==> src/rtl/pc_sequence_ctrl_if.sv <==
// Bundle of sequencing-controller signals between the CPU datapath and the PC controller.
// i_* are driven toward the controller, o_* are produced by it.
interface pc_sequence_ctrl_if #(
  parameter int NrOfBits = 32
);
  logic                i_go;
  logic                i_step_mode;
  logic                i_halt;
  logic                i_branch_taken;
  logic                i_jalr;
  logic                i_uret;
  logic [NrOfBits-1:0] i_branch_target;
  logic [NrOfBits-1:0] i_jalr_target;
  logic [2:0]          i_irq_req;
  logic                i_irq_enable;
  logic [NrOfBits-1:0] i_pc_q;
  logic [NrOfBits-1:0] o_pc_d;
  logic                o_pc_en;
  logic                o_commit;
  logic [NrOfBits-1:0] o_epc;
  logic [2:0]          o_irq_ack;
  logic [2:0]          o_in_service;
  logic                o_halted;
  logic [31:0]         o_retire_count;

  modport master (
    output i_go, i_step_mode, i_halt, i_branch_taken, i_jalr, i_uret,
           i_branch_target, i_jalr_target, i_irq_req, i_irq_enable, i_pc_q,
    input  o_pc_d, o_pc_en, o_commit, o_epc, o_irq_ack, o_in_service,
           o_halted, o_retire_count
  );

  modport slave (
    input  i_go, i_step_mode, i_halt, i_branch_taken, i_jalr, i_uret,
           i_branch_target, i_jalr_target, i_irq_req, i_irq_enable, i_pc_q,
    output o_pc_d, o_pc_en, o_commit, o_epc, o_irq_ack, o_in_service,
           o_halted, o_retire_count
  );
endinterface

==> src/rtl/pc_sequence_ctrl.sv <==
// PC sequencing controller: next-PC select, halt/step control, nested vectored
// interrupts with an EPC stack and uret return, and a retired-instruction counter.
module pc_sequence_ctrl #(
  parameter int                  NrOfBits    = 32,
  parameter logic [NrOfBits-1:0] IrqBase     = NrOfBits'('h100),
  parameter logic [NrOfBits-1:0] IrqStride   = NrOfBits'('h10),
  parameter bit                  StartHalted = 1'b0
) (
  input logic               i_clk,
  input logic               i_rst_n,
  pc_sequence_ctrl_if.slave bus
);
  typedef enum logic [1:0] {
    S_RUN    = 2'b00,
    S_HALTED = 2'b01,
    S_STEP   = 2'b10
  } state_t;

  state_t                   r_state, w_state_nxt;
  logic [2:0]               r_pending, r_in_service, r_irq_prev;
  logic [2:0][NrOfBits-1:0] r_epc_stk;
  logic [1:0]               r_depth;
  logic [31:0]              r_retire;

  logic                w_commit, w_accept, w_pop, w_pend_any, w_isv_any;
  logic [1:0]          w_pend_hi, w_isv_hi;
  logic [2:0]          w_edge, w_ack, w_isv_clr;
  logic [NrOfBits-1:0] w_epc_top, w_pc_seq, w_vector;

  assign w_commit = (r_state == S_RUN || r_state == S_STEP) && i_rst_n;
  assign w_edge   = bus.i_irq_req & ~r_irq_prev;

  // Highest-index encoders for pending and in-service levels
  always_comb begin
    w_pend_any = |r_pending;
    w_pend_hi  = r_pending[2] ? 2'd2 : (r_pending[1] ? 2'd1 : 2'd0);
    w_isv_any  = |r_in_service;
    w_isv_hi   = r_in_service[2] ? 2'd2 : (r_in_service[1] ? 2'd1 : 2'd0);
    w_isv_clr  = '0;
    if (w_isv_any) w_isv_clr[w_isv_hi] = 1'b1;
  end

  assign w_epc_top = (r_depth == 2'd0) ? '0 : r_epc_stk[r_depth - 2'd1];
  assign w_pop     = w_commit && bus.i_uret && (r_depth != 2'd0);
  assign w_accept  = w_commit && bus.i_irq_enable && !bus.i_uret && !bus.i_halt &&
                     w_pend_any && (!w_isv_any || (w_pend_hi > w_isv_hi));
  assign w_vector  = IrqBase + NrOfBits'(w_pend_hi) * IrqStride;

  // Next PC ignoring interrupts; this is also what gets pushed on accept
  always_comb begin
    w_pc_seq = bus.i_pc_q + NrOfBits'(4);
    if (w_pop)                    w_pc_seq = w_epc_top;
    else if (bus.i_jalr)          w_pc_seq = {bus.i_jalr_target[NrOfBits-1:1], 1'b0};
    else if (bus.i_branch_taken)  w_pc_seq = bus.i_branch_target;
  end

  always_comb begin
    w_ack = '0;
    if (w_accept) w_ack[w_pend_hi] = 1'b1;
  end

  always_comb begin
    w_state_nxt = r_state;
    case (r_state)
      S_RUN:    if (bus.i_halt) w_state_nxt = S_HALTED;
      S_HALTED: if (bus.i_go)   w_state_nxt = bus.i_step_mode ? S_STEP : S_RUN;
      S_STEP:   w_state_nxt = S_HALTED;
      default:  w_state_nxt = S_HALTED;
    endcase
  end

  always_ff @(posedge i_clk) begin
    if (!i_rst_n) begin
      r_state      <= StartHalted ? S_HALTED : S_RUN;
      r_pending    <= '0;
      r_in_service <= '0;
      r_irq_prev   <= '0;
      r_epc_stk    <= '0;
      r_depth      <= '0;
      r_retire     <= '0;
    end else begin
      r_state    <= w_state_nxt;
      r_irq_prev <= bus.i_irq_req;
      // A fresh edge on the level being acknowledged keeps it pending
      r_pending  <= (r_pending & ~w_ack) | w_edge;
      if (w_accept) begin
        r_epc_stk[r_depth] <= w_pc_seq;
        r_depth            <= r_depth + 2'd1;
        r_in_service       <= r_in_service | w_ack;
      end else if (w_pop) begin
        r_depth      <= r_depth - 2'd1;
        r_in_service <= r_in_service & ~w_isv_clr;
      end
      if (w_commit) r_retire <= r_retire + 32'd1;
    end
  end

  assign bus.o_pc_d         = !w_commit ? bus.i_pc_q : (w_accept ? w_vector : w_pc_seq);
  assign bus.o_pc_en        = w_commit;
  assign bus.o_commit       = w_commit;
  assign bus.o_epc          = w_epc_top;
  assign bus.o_irq_ack      = w_ack;
  assign bus.o_in_service   = r_in_service;
  assign bus.o_halted       = (r_state == S_HALTED);
  assign bus.o_retire_count = r_retire;
endmodule
==> src/flat_wrapper.sv <==
// flat-port wrapper written by rule: the top's interface ports become plain ports
module pc_sequence_ctrl_flat 
#(
  parameter int                  NrOfBits    = 32,
  parameter logic [NrOfBits-1:0] IrqBase     = NrOfBits'('h100),
  parameter logic [NrOfBits-1:0] IrqStride   = NrOfBits'('h10),
  parameter bit                  StartHalted = 1'b0
)
  (i_clk, i_rst_n, bus_i_go, bus_i_step_mode, bus_i_halt, bus_i_branch_taken, bus_i_jalr, bus_i_uret, bus_i_branch_target, bus_i_jalr_target, bus_i_irq_req, bus_i_irq_enable, bus_i_pc_q, bus_o_pc_d, bus_o_pc_en, bus_o_commit, bus_o_epc, bus_o_irq_ack, bus_o_in_service, bus_o_halted, bus_o_retire_count);
  pc_sequence_ctrl_if #(.NrOfBits(NrOfBits)) bus_i ();
  input logic i_clk;
  input logic i_rst_n;
  input wire logic [$bits(bus_i.i_go)-1:0] bus_i_go;
  input wire logic [$bits(bus_i.i_step_mode)-1:0] bus_i_step_mode;
  input wire logic [$bits(bus_i.i_halt)-1:0] bus_i_halt;
  input wire logic [$bits(bus_i.i_branch_taken)-1:0] bus_i_branch_taken;
  input wire logic [$bits(bus_i.i_jalr)-1:0] bus_i_jalr;
  input wire logic [$bits(bus_i.i_uret)-1:0] bus_i_uret;
  input wire logic [$bits(bus_i.i_branch_target)-1:0] bus_i_branch_target;
  input wire logic [$bits(bus_i.i_jalr_target)-1:0] bus_i_jalr_target;
  input wire logic [$bits(bus_i.i_irq_req)-1:0] bus_i_irq_req;
  input wire logic [$bits(bus_i.i_irq_enable)-1:0] bus_i_irq_enable;
  input wire logic [$bits(bus_i.i_pc_q)-1:0] bus_i_pc_q;
  output wire logic [$bits(bus_i.o_pc_d)-1:0] bus_o_pc_d;
  output wire logic [$bits(bus_i.o_pc_en)-1:0] bus_o_pc_en;
  output wire logic [$bits(bus_i.o_commit)-1:0] bus_o_commit;
  output wire logic [$bits(bus_i.o_epc)-1:0] bus_o_epc;
  output wire logic [$bits(bus_i.o_irq_ack)-1:0] bus_o_irq_ack;
  output wire logic [$bits(bus_i.o_in_service)-1:0] bus_o_in_service;
  output wire logic [$bits(bus_i.o_halted)-1:0] bus_o_halted;
  output wire logic [$bits(bus_i.o_retire_count)-1:0] bus_o_retire_count;
  assign bus_i.i_go = bus_i_go;
  assign bus_i.i_step_mode = bus_i_step_mode;
  assign bus_i.i_halt = bus_i_halt;
  assign bus_i.i_branch_taken = bus_i_branch_taken;
  assign bus_i.i_jalr = bus_i_jalr;
  assign bus_i.i_uret = bus_i_uret;
  assign bus_i.i_branch_target = bus_i_branch_target;
  assign bus_i.i_jalr_target = bus_i_jalr_target;
  assign bus_i.i_irq_req = bus_i_irq_req;
  assign bus_i.i_irq_enable = bus_i_irq_enable;
  assign bus_i.i_pc_q = bus_i_pc_q;
  assign bus_o_pc_d = bus_i.o_pc_d;
  assign bus_o_pc_en = bus_i.o_pc_en;
  assign bus_o_commit = bus_i.o_commit;
  assign bus_o_epc = bus_i.o_epc;
  assign bus_o_irq_ack = bus_i.o_irq_ack;
  assign bus_o_in_service = bus_i.o_in_service;
  assign bus_o_halted = bus_i.o_halted;
  assign bus_o_retire_count = bus_i.o_retire_count;
  pc_sequence_ctrl #(.NrOfBits(NrOfBits), .IrqBase(IrqBase), .IrqStride(IrqStride), .StartHalted(StartHalted)) u_core (.i_clk(i_clk), .i_rst_n(i_rst_n), .bus(bus_i));
endmodule
==> config.mk <==
export PLATFORM = sky130hd
export DESIGN_NAME = pc_sequence_ctrl_flat
export DESIGN_NICKNAME = d
export VERILOG_FILES = /design/src/rtl/pc_sequence_ctrl_if.sv /design/src/rtl/pc_sequence_ctrl.sv /design/src/flat_wrapper.sv
export SDC_FILE = /design/constraint.sdc
export NUM_CORES = 1
export LEC_CHECK = 0
export CORE_MARGIN = 10
export CORE_UTILIZATION = 49
export CTS_BUF_LIST = sky130_fd_sc_hd__clkbuf_16
export DETAILED_ROUTE_END_ITERATION = 10
export DONT_BUFFER_PORTS = 1
export MAX_ROUTING_LAYER = met4
export PLACE_DENSITY_LB_ADDON = 0.12
export SLEW_MARGIN = 20
export SYNTH_ARGS = -nofsm -noshare
export SYNTH_HDL_FRONTEND = slang
export SYNTH_SLANG_ARGS = --single-unit
==> constraint.sdc <==
create_clock -name i_clk -period 3.7 [get_ports i_clk]
set_clock_uncertainty 0.15 [all_clocks]
set_input_delay 0.74 -clock i_clk [delete_from_list [all_inputs] [get_ports i_clk]]
set_output_delay 0.74 -clock i_clk [all_outputs]
set_load 0.03 [all_outputs]
======== Word-level counts from Yosys, hierarchy flattened ========
Cells that the tools add are included.
word-level totals
  bits of input ports ..................... 108
  register bits ........................... 141
  word-level logic and storage cells ...... 86
cells by class
  bitwise logic cells ..................... 8
  add/subtract/negate cells ............... 5
  reduce and logical (&&, ||, !) cells .... 23
  multiplexer cells ....................... 29
  equality and inequality tests ........... 4
  magnitude comparators ................... 8
operators by type and width
  operator                                                                             count
  32-bit two-way mux                                                                   8
  96-bit bitwise mux                                                                   1
  32-bit binary-select mux with 2-bit select                                           1
  32-bit demux with 2-bit select                                                       1
  32-bit by 1-bit adder with 32-bit output, second input constant                      1
  32-bit by 3-bit adder with 32-bit output, second input constant                      1
  2-bit two-way mux                                                                    7
  2-bit by 3-bit less-than comparator with 1-bit output, second input constant         4
  3-bit two-way mux                                                                    4
  1-bit logical AND                                                                    11
  9-bit by 6-bit adder with 10-bit output, first input constant                        1
  3-bit bitwise AND                                                                    3
  3-bit inverter                                                                       3
  2-bit by 1-bit greater-or-equal comparator with 1-bit output, second input constant  3
  3-bit OR                                                                             2
  3-bit OR reduction                                                                   2
  1-bit demux with 2-bit select                                                        2
  2-bit logical NOT                                                                    2
  1-bit two-way mux                                                                    4
  2-bit != test, second input constant                                                 2
  2-bit one-hot mux with 2 select lines                                                1
  2-bit nonzero test                                                                   2
  1-bit logical NOT                                                                    3
  2-bit by 1-bit adder with 2-bit output, second input constant                        1
  6 further kinds                                                                      7

======== Logic depth before layout (Yosys ltp) ========
Gate-level depths: netlist (run 1).
  depth in word-level cells ............... 12
  gate-level depth with buffers ........... 12

======== Worst setup path after synthesis (run 1) ========
Ideal clock, no wire load.
  kind .................................... reg-to-output
  start ................................... reg u_core.r_depth[0]
  end ..................................... out bus_o_pc_d[12]
  setup slack ............................. -0.245 ns
  cell stages (with the launch flop) ...... 12
  arrival time ............................ 3.055 ns
  data required time ...................... 2.810 ns
  path through ............................ dfxtp_1 inv_1 clkbuf_1 ha_1 clkbuf_1 nor2b_1 clkbuf_1 clkbuf_1 a22oi_1 nor2_1 a21oi_1 a21oi_1
on the way
  longest elaborated chain between the ends .. 7
RTL lines
  element                                      line                    text
  from (decl)                                  pc_sequence_ctrl.sv:22  logic [1:0] r_depth;
  from (signal assigned)                       pc_sequence_ctrl.sv:88  r_depth <= r_depth + 2'd1;
  from (signal assigned)                       pc_sequence_ctrl.sv:91  r_depth <= r_depth - 2'd1;
  2-bit by 1-bit subtractor with 2-bit output  pc_sequence_ctrl.sv:43  assign w_epc_top = (r_depth == 2'd0) ? '0 : r_epc_stk[r_depth - 2'd1];
  32-bit binary-select mux with 2-bit select   pc_sequence_ctrl.sv:43
  32-bit two-way mux (not written as such)     pc_sequence_ctrl.sv:43
  32-bit two-way mux *                         pc_sequence_ctrl.sv:43
  net bus_o_epc[12]                            flat_wrapper.sv:27      output wire logic [$bits(bus_i.o_epc)-1:0] bus_o_epc;
  32-bit two-way mux *                         pc_sequence_ctrl.sv:52  if (w_pop) w_pc_seq = w_epc_top;
  32-bit two-way mux * (2 in series)           pc_sequence_ctrl.sv:98  assign bus.o_pc_d = !w_commit ? bus.i_pc_q : (w_accept ? w_vector : w_pc_seq);
  to (decl)                                    flat_wrapper.sv:24      output wire logic [$bits(bus_i.o_pc_d)-1:0] bus_o_pc_d;
Mark *: on every way through the listed nets, which the timed path passes. The rest lies on a longest branch. The select of a mux whose other input is x is not followed.

======== Worst setup path after layout (run 1) ========
  start ................................... reg u_core.r_depth[1]
  end ..................................... out bus_o_pc_d[21]
on the way
  longest elaborated chain between the ends .. 7
RTL lines
  element                                      line
  2-bit by 1-bit subtractor with 2-bit output  pc_sequence_ctrl.sv:43
  32-bit binary-select mux with 2-bit select   pc_sequence_ctrl.sv:43
  32-bit two-way mux (not written as such)     pc_sequence_ctrl.sv:43
  32-bit two-way mux                           pc_sequence_ctrl.sv:43
  32-bit two-way mux *                         pc_sequence_ctrl.sv:52
  32-bit two-way mux * (2 in series)           pc_sequence_ctrl.sv:98
Every way passes the cells marked *; elsewhere a longest branch is shown, timed or not. The select of a mux whose other input is x is not followed.

==> results of run 1 <==
==> logic make-up after synthesis <==
logic type      Yosys count  share of synthesized area (%)
buf+inv                  95                           5.12
fa+ha+maj                 7                           1.11
xor+xnor                 47                           5.21
simple gates            423                           25.7
flops                   141                           35.7
mux                      41                           5.42
compound gates          287                           21.7
==> placed cells by master, fill, tap and decap left out, types with 6 or more instances in the layout <==
cell         n
mux2i_1     27
nor3_1      16
buf_4      103
nor2_1     145
o21ai_0    106
o221ai_1    10
nand4_1     20
xnor2_1     30
o22ai_1      9
xor2_1      17
nor2b_1      9
a21oi_1     65
a21o_1       6
and3_1      10
dfxtp_1    141
mux2_2      14
and2_1       7
a22oi_1     13
a211oi_1    26
clkbuf_16   17
nand3_1     80
o21ai_1     14
ha_1         6
nand2_1     95
a21oi_2      7
or3_1        6
inv_1       15
==> area by class of cell <==
class / instances / area [sq um]
multi-input combinational: 805 / 4770
timing repair buffer: 111 / 911
fill: 1496 / 6420
clock buffer: 17 / 425
sequential: 141 / 2820
clock inverter: 14 / 154
inverter: 16 / 61.3
tap: 216 / 270
==> state kept, by name, indices dropped and copies added (netlist names) <==
register / flops
u_core.bus.o_retire_count: 32
u_core.r_pending: 3
u_core.r_depth: 2
u_core.r_epc_stk: 96
u_core.r_state: 2
u_core.r_irq_prev: 3
u_core.bus.o_in_service: 3
==> per-layer routing <==
layer	vias up	part of all wire, %
met5	-	0
met3	26	10
met1	3727	42
met4	0	0.99
met2	351	47
li1	3809	-
==> where the power goes <==
part | total (mW) | internal (mW) | switching [mW]
Clock | 1.68 | 1.04 | 0.640
Sequential | 1.57 | 1.54 | 0.0268
Combinational | 0.558 | 0.206 | 0.352
==> through the flow <==
step                std cells  total power, mW  area (sq um)  setup WS [ns]  utilization, %
global route             1320             3.95          9410        0.00338            59.5
global placement         1289             2.14          8750          0.216            55.3
floorplan                1041             1.96          7930         0.0233               -
CTS                      1320             3.82          9330       -0.00228            59.0
detailed placement       1289             2.14          8750          0.211            55.3
finish                   1320             3.81          9410         0.0591            59.5
==> path summary, 6_finish.rpt <==
kind              cells after the start                  from  slack [ns]                   end
setup / recovery                      9     u_core.r_depth[1]        0.06        bus_o_pc_d[21]
hold / removal                        1      bus_i_irq_req[2]        0.30  u_core.r_irq_prev[2]
setup reg to reg                      8     u_core.r_state[0]        1.00  u_core.r_epc_stk[46]
hold reg to reg                       2  u_core.r_epc_stk[10]        0.30  u_core.r_epc_stk[10]
==> worst register-to-register path, stage by stage, from the launching register on <==
cell,delay [ns]
dfxtp_1,0.42
or2_1,0.32
nor4_1,0.35
o21a_1,0.28
buf_4,0.22
nand2_1,0.34
buf_4,0.34
nand3_1,0.09
o21ai_0,0.07
==> results.sh, run 1 <==
export IMPL_final_hold_violation_count=0
export IMPL_yosysSeqAreaShare_pct=35.7
export IMPL_end_kind="primary output"
export IMPL_grt_pass1_wl_um=41900
export IMPL_tritoncts="built"
export IMPL_cts_setup_buffers=0
export IMPL_totalWireLength_um=27100
export IMPL_remaining_drc_errors=0
export IMPL_grt_busiest_layer="met2"
export IMPL_cp_cell_sequence="inv_1, ha_2, nor2b_4, buf_4, a21oi_1, o21ai_0, o21ai_0, o21ai_0, buf_4"
export IMPL_crit_path_max_incr_delay_ns=0.39
export IMPL_crit_arrival_ns=2.75
export IMPL_antenna_cells=0
export IMPL_synthCells=1041
export IMPL_ys_types=64
export IMPL_use_met2_pct=38.9
export IMPL_grt_pass1_vias=7441
export IMPL_coreArea_sq_mm=0.0158
export IMPL_cts_hold_buf=0
export IMPL_power_leakage_nw=3.46
export IMPL_post_drt_wl_per_cell_um=20.5
export IMPL_ir_drop_v=0.000316
export IMPL_die_h_um=147
export IMPL_setup_viol=0
export IMPL_vias=7913
export IMPL_numPortBuffers=0
export IMPL_antenna_found_initial=0
export IMPL_met3_usage_pct=7.16
export IMPL_setup_tns_final_ns=0
export IMPL_grt_max_degree=84
export IMPL_met1_usage_pct=31.1
export IMPL_critPathKind="reg2out"
export IMPL_synthTopCellsByCount="146 x nor2_1, 141 x dfxtp_1, 117 x o21ai_0, 95 x nand2_1, 80 x nand3_1"
export IMPL_tightest_slew_ns=0.917
export IMPL_hold_ws_ns=0.300
export IMPL_synth_top_area_share_pct=35.7
export IMPL_p_per_area_mw_per_mm2=405
export IMPL_rows=46
export IMPL_synthArstFlopShare_pct=0
export IMPL_drtIter0Drc=823
export IMPL_area_delta_synth_final_pct=19.1
export IMPL_path_delay_family="compound AO/OA/AOI/OAI gates"
export IMPL_synth_most_common_cell="nor2_1"
export IMPL_drt_pass1_iterations=5
export IMPL_clock_sinks=141
export IMPL_dieArea_sq_mm=0.0216
export IMPL_cp_max_fo=11
export IMPL_viasPerCell=5.99
export IMPL_grt_ovfl_total=0
export IMPL_pin_count=213
export IMPL_slew_violations=0
export IMPL_cts_buffer_depth=2
export IMPL_h_tree_depth=4
export IMPL_syn_num_nets=1156
export IMPL_clock_root_buffer="clkbuf_16"
export IMPL_period_needed_ns=3.64
export IMPL_synth_top_area_cell="dfxtp_1"
export IMPL_hold_path_class="in2reg"
export IMPL_start_util_pct=49.9
export IMPL_post_route_period_util_pct=98.4
export IMPL_synth_flop_cell="dfxtp_1"
export IMPL_hpwlAfterDp_um=20100
export IMPL_drive_gt1_share_pct=17.1
export IMPL_ys_warn_count=0
export IMPL_status="finished, final reports clean"
export IMPL_grt_use_total_pct=24.8
export IMPL_clock_fmax_mhz=275
export IMPL_relSlewSlack_pct=38.8
export IMPL_startpoint_type="register"
export IMPL_worst_path_buf_inv=3
export IMPL_worstPathRequired_ns=2.81
export IMPL_clock_latency_ns=0.41
export IMPL_syn_area_per_cell_sq_um=7.59
export IMPL_place_congestion=0.999
export IMPL_cp_slowest_cell="ha_2"
export IMPL_fin_nets=1207
export IMPL_synth_edf_count=0
export IMPL_cts_made_buffers=17
export IMPL_ys_ff_latch=141
export IMPL_cts_resized=1
export IMPL_synth_area_sq_mm=0.00790
export IMPL_rsz0062_at_grt="no"
export IMPL_synth_area_leaders="dfxtp_1 36%, o21ai_0 7.4%, nor2_1 6.9%"
export IMPL_cpMostUsedCell="o21ai_0"
export IMPL_die_x_um=147
export IMPL_max_cap_viol_count=0
export IMPL_drtAntennaViolNets=0
export IMPL_clk_pin_slew_worst_paths_ns=0.06
(Power assumes the default switching activity.)
==> run 2: changes to the inputs <==
--- a/config.mk
+++ b/config.mk
@@ -5,8 +5,9 @@
 export SDC_FILE = /design/constraint.sdc
 export NUM_CORES = 1
 export LEC_CHECK = 0
+export CAP_MARGIN = 20
 export CORE_MARGIN = 10
-export CORE_UTILIZATION = 49
+export CORE_UTILIZATION = 45
 export CTS_BUF_LIST = sky130_fd_sc_hd__clkbuf_16
 export DETAILED_ROUTE_END_ITERATION = 10
 export DONT_BUFFER_PORTS = 1
==> results.sh, run 2 (same netlist as run 1, synthesis figures left out) <==
export IMPL_pin_count=213
export IMPL_grt_max_degree=84
export IMPL_max_cap_viol_count=0
export IMPL_worstPathRequired_ns=2.81
export IMPL_min_path_cells=1
export IMPL_setup_viol=0
export IMPL_cp_max_fo=11
export IMPL_startpoint_type="register"
export IMPL_worst_path_buf_inv=3
export IMPL_hold_end="u_core.r_irq_prev[1]"
export IMPL_reg2reg_from="u_core.r_state[0]"
export IMPL_viasPerCell=5.80
export IMPL_dieArea_sq_mm=0.0233
export IMPL_regToRegSetupSlack_ns=0.90
export IMPL_top_register="u_core.r_epc_stk"
export IMPL_h_tree_depth=4
export IMPL_min_from="bus_i_irq_req[1]"
export IMPL_drive_gt1_share_pct=17.5
export IMPL_grt_ovfl_total=0
export IMPL_fin_ws_ns=0.129
export IMPL_start_util_pct=45.8
export IMPL_post_drt_wl_per_cell_um=20.8
export IMPL_grt_use_total_pct=23.2
export IMPL_largest_reg_flops=96
export IMPL_tightest_slew_ns=0.892
export IMPL_hpwlAfterDp_um=20600
export IMPL_reg2regPathDepth=8
export IMPL_clock_fmax_mhz=280
export IMPL_area_delta_synth_final_pct=20.4
export IMPL_cts_setup_buffers=0
export IMPL_pre_cts_ws_ns=0.221
export IMPL_period_needed_ns=3.57
export IMPL_cts_hold_buf=0
export IMPL_coreArea_sq_mm=0.0172
export IMPL_vias=7767
export IMPL_slew_violations=0
export IMPL_status="finished, final reports clean"
export IMPL_final_hold_violation_count=0
export IMPL_clock_latency_ns=0.42
export IMPL_end_kind="primary output"
export IMPL_power_leakage_nw=3.50
export IMPL_p_per_area_mw_per_mm2=409
export IMPL_cp_slowest_cell="ha_1"
export IMPL_ir_drop_v=0.000265
export IMPL_hold_path_class="in2reg"
export IMPL_rows=48
export IMPL_die_h_um=152
export IMPL_rsz0062_at_grt="no"
export IMPL_crit_path_max_incr_delay_ns=0.39
export IMPL_numPortBuffers=0
export IMPL_drtIter0Drc=821
export IMPL_die_x_um=152
export IMPL_fin_nets=1216
export IMPL_grt_pass1_wl_um=42300
export IMPL_crit_arrival_ns=2.68
export IMPL_clk_pin_slew_worst_paths_ns=0.06
export IMPL_antenna_cells=0
export IMPL_r2r_end="u_core.bus.o_retire_count[19]"
export IMPL_place_congestion=0.982
export IMPL_path_delay_family="compound AO/OA/AOI/OAI gates"
export IMPL_cp_cell_sequence="inv_1, ha_1, buf_6, mux2_2, a22oi_1, nor2_1, o22ai_1, o21ai_0, buf_4"
export IMPL_layout_common_cells="143 x nor2_1, 141 x dfxtp_1, 110 x buf_4"
export IMPL_cts_buffer_depth=2
export IMPL_antenna_found_initial=0
export IMPL_relSlewSlack_pct=40.5
export IMPL_remaining_drc_errors=0
export IMPL_clock_root_buffer="clkbuf_16"
export IMPL_post_route_period_util_pct=96.5
export IMPL_setup_tns_final_ns=0
export IMPL_final_common_cell="nor2_1"
export IMPL_drtAntennaViolNets=0
export IMPL_tritoncts="built"
export IMPL_critPathKind="reg2out"
export IMPL_totalWireLength_um=27800
export IMPL_cts_made_buffers=17
export IMPL_drt_pass1_iterations=5
export IMPL_grt_pass1_vias=7192
export IMPL_clock_sinks=141
[run 2: what timing repair did]
item / 4_1_cts / 5_1_grt
cloned: 0 / 0
gates resized for setup: 1 / 12
endpoints found under the setup margin: 1 / 13
[run 2: power by group]
part	total [mW]	internal (mW)	switching (mW)	leakage (nW)
registers	1.57	1.54	0.0268	1.14
clock network	1.75	1.11	0.635	0.285
logic	0.573	0.217	0.356	2.08
total	3.88	2.87	1.02	3.50
[run 2: worst max-delay path by stage]
| stage | end | slack, ns | startpoint | cells past startpoint |
|---|---|---|---|---|
| 2_1_floorplan | bus_o_pc_d[21] | 0.02 | u_core.r_depth[0] | 11 |
| 3_3_place_gp | bus_o_pc_d[23] | 0.21 | bus_i_pc_q[17] | 7 |
| 3_5_place_dp | bus_o_pc_d[23] | 0.22 | bus_i_pc_q[17] | 7 |
| 4_1_cts | bus_o_pc_d[31] | 0.01 | u_core.r_depth[1] | 11 |
| 5_1_grt | bus_o_pc_d[12] | 0.01 | u_core.r_depth[1] | 10 |
| 6_report | bus_o_pc_d[30] | 0.13 | u_core.r_depth[1] | 9 |
[run 2: final cells by class]
type | count | area (sq um)
Fill cell | 1667 | 7730
Sequential cell | 141 | 2820
Inverter | 16 | 61.3
Multi-Input combinational cell | 805 | 4740
Timing Repair Buffer | 120 | 1000
Tap cell | 225 | 282
Clock buffer | 17 | 425
Clock inverter | 14 | 176
[run 2: per-layer routing]
| metal | GRT usage, % | vias up | wire, um |
|---|---|---|---|
| li1 | - | 3833 | - |
| met1 | 29.0 | 3565 | 11800 |
| met2 | 34.5 | 333 | 12600 |
| met3 | 8.81 | 36 | 2990 |
| met4 | 6.13 | 0 | 416 |
| met5 | - | - | 0 |
[run 2: stage by stage]
step                      hold slack (ns)  area (sq um)  util [%]  instances  power, mW
final                               0.297          9510      55.2       1338       3.88
after global routing                0.289          9510      55.2       1338       4.03
after CTS                           0.279          9470      54.9       1338       3.91
after detailed placement            0.295          8870      51.4       1307       2.16
after global placement              0.295          8870      51.4       1307       2.16
after floorplan                     0.283          7930         -       1041       1.96
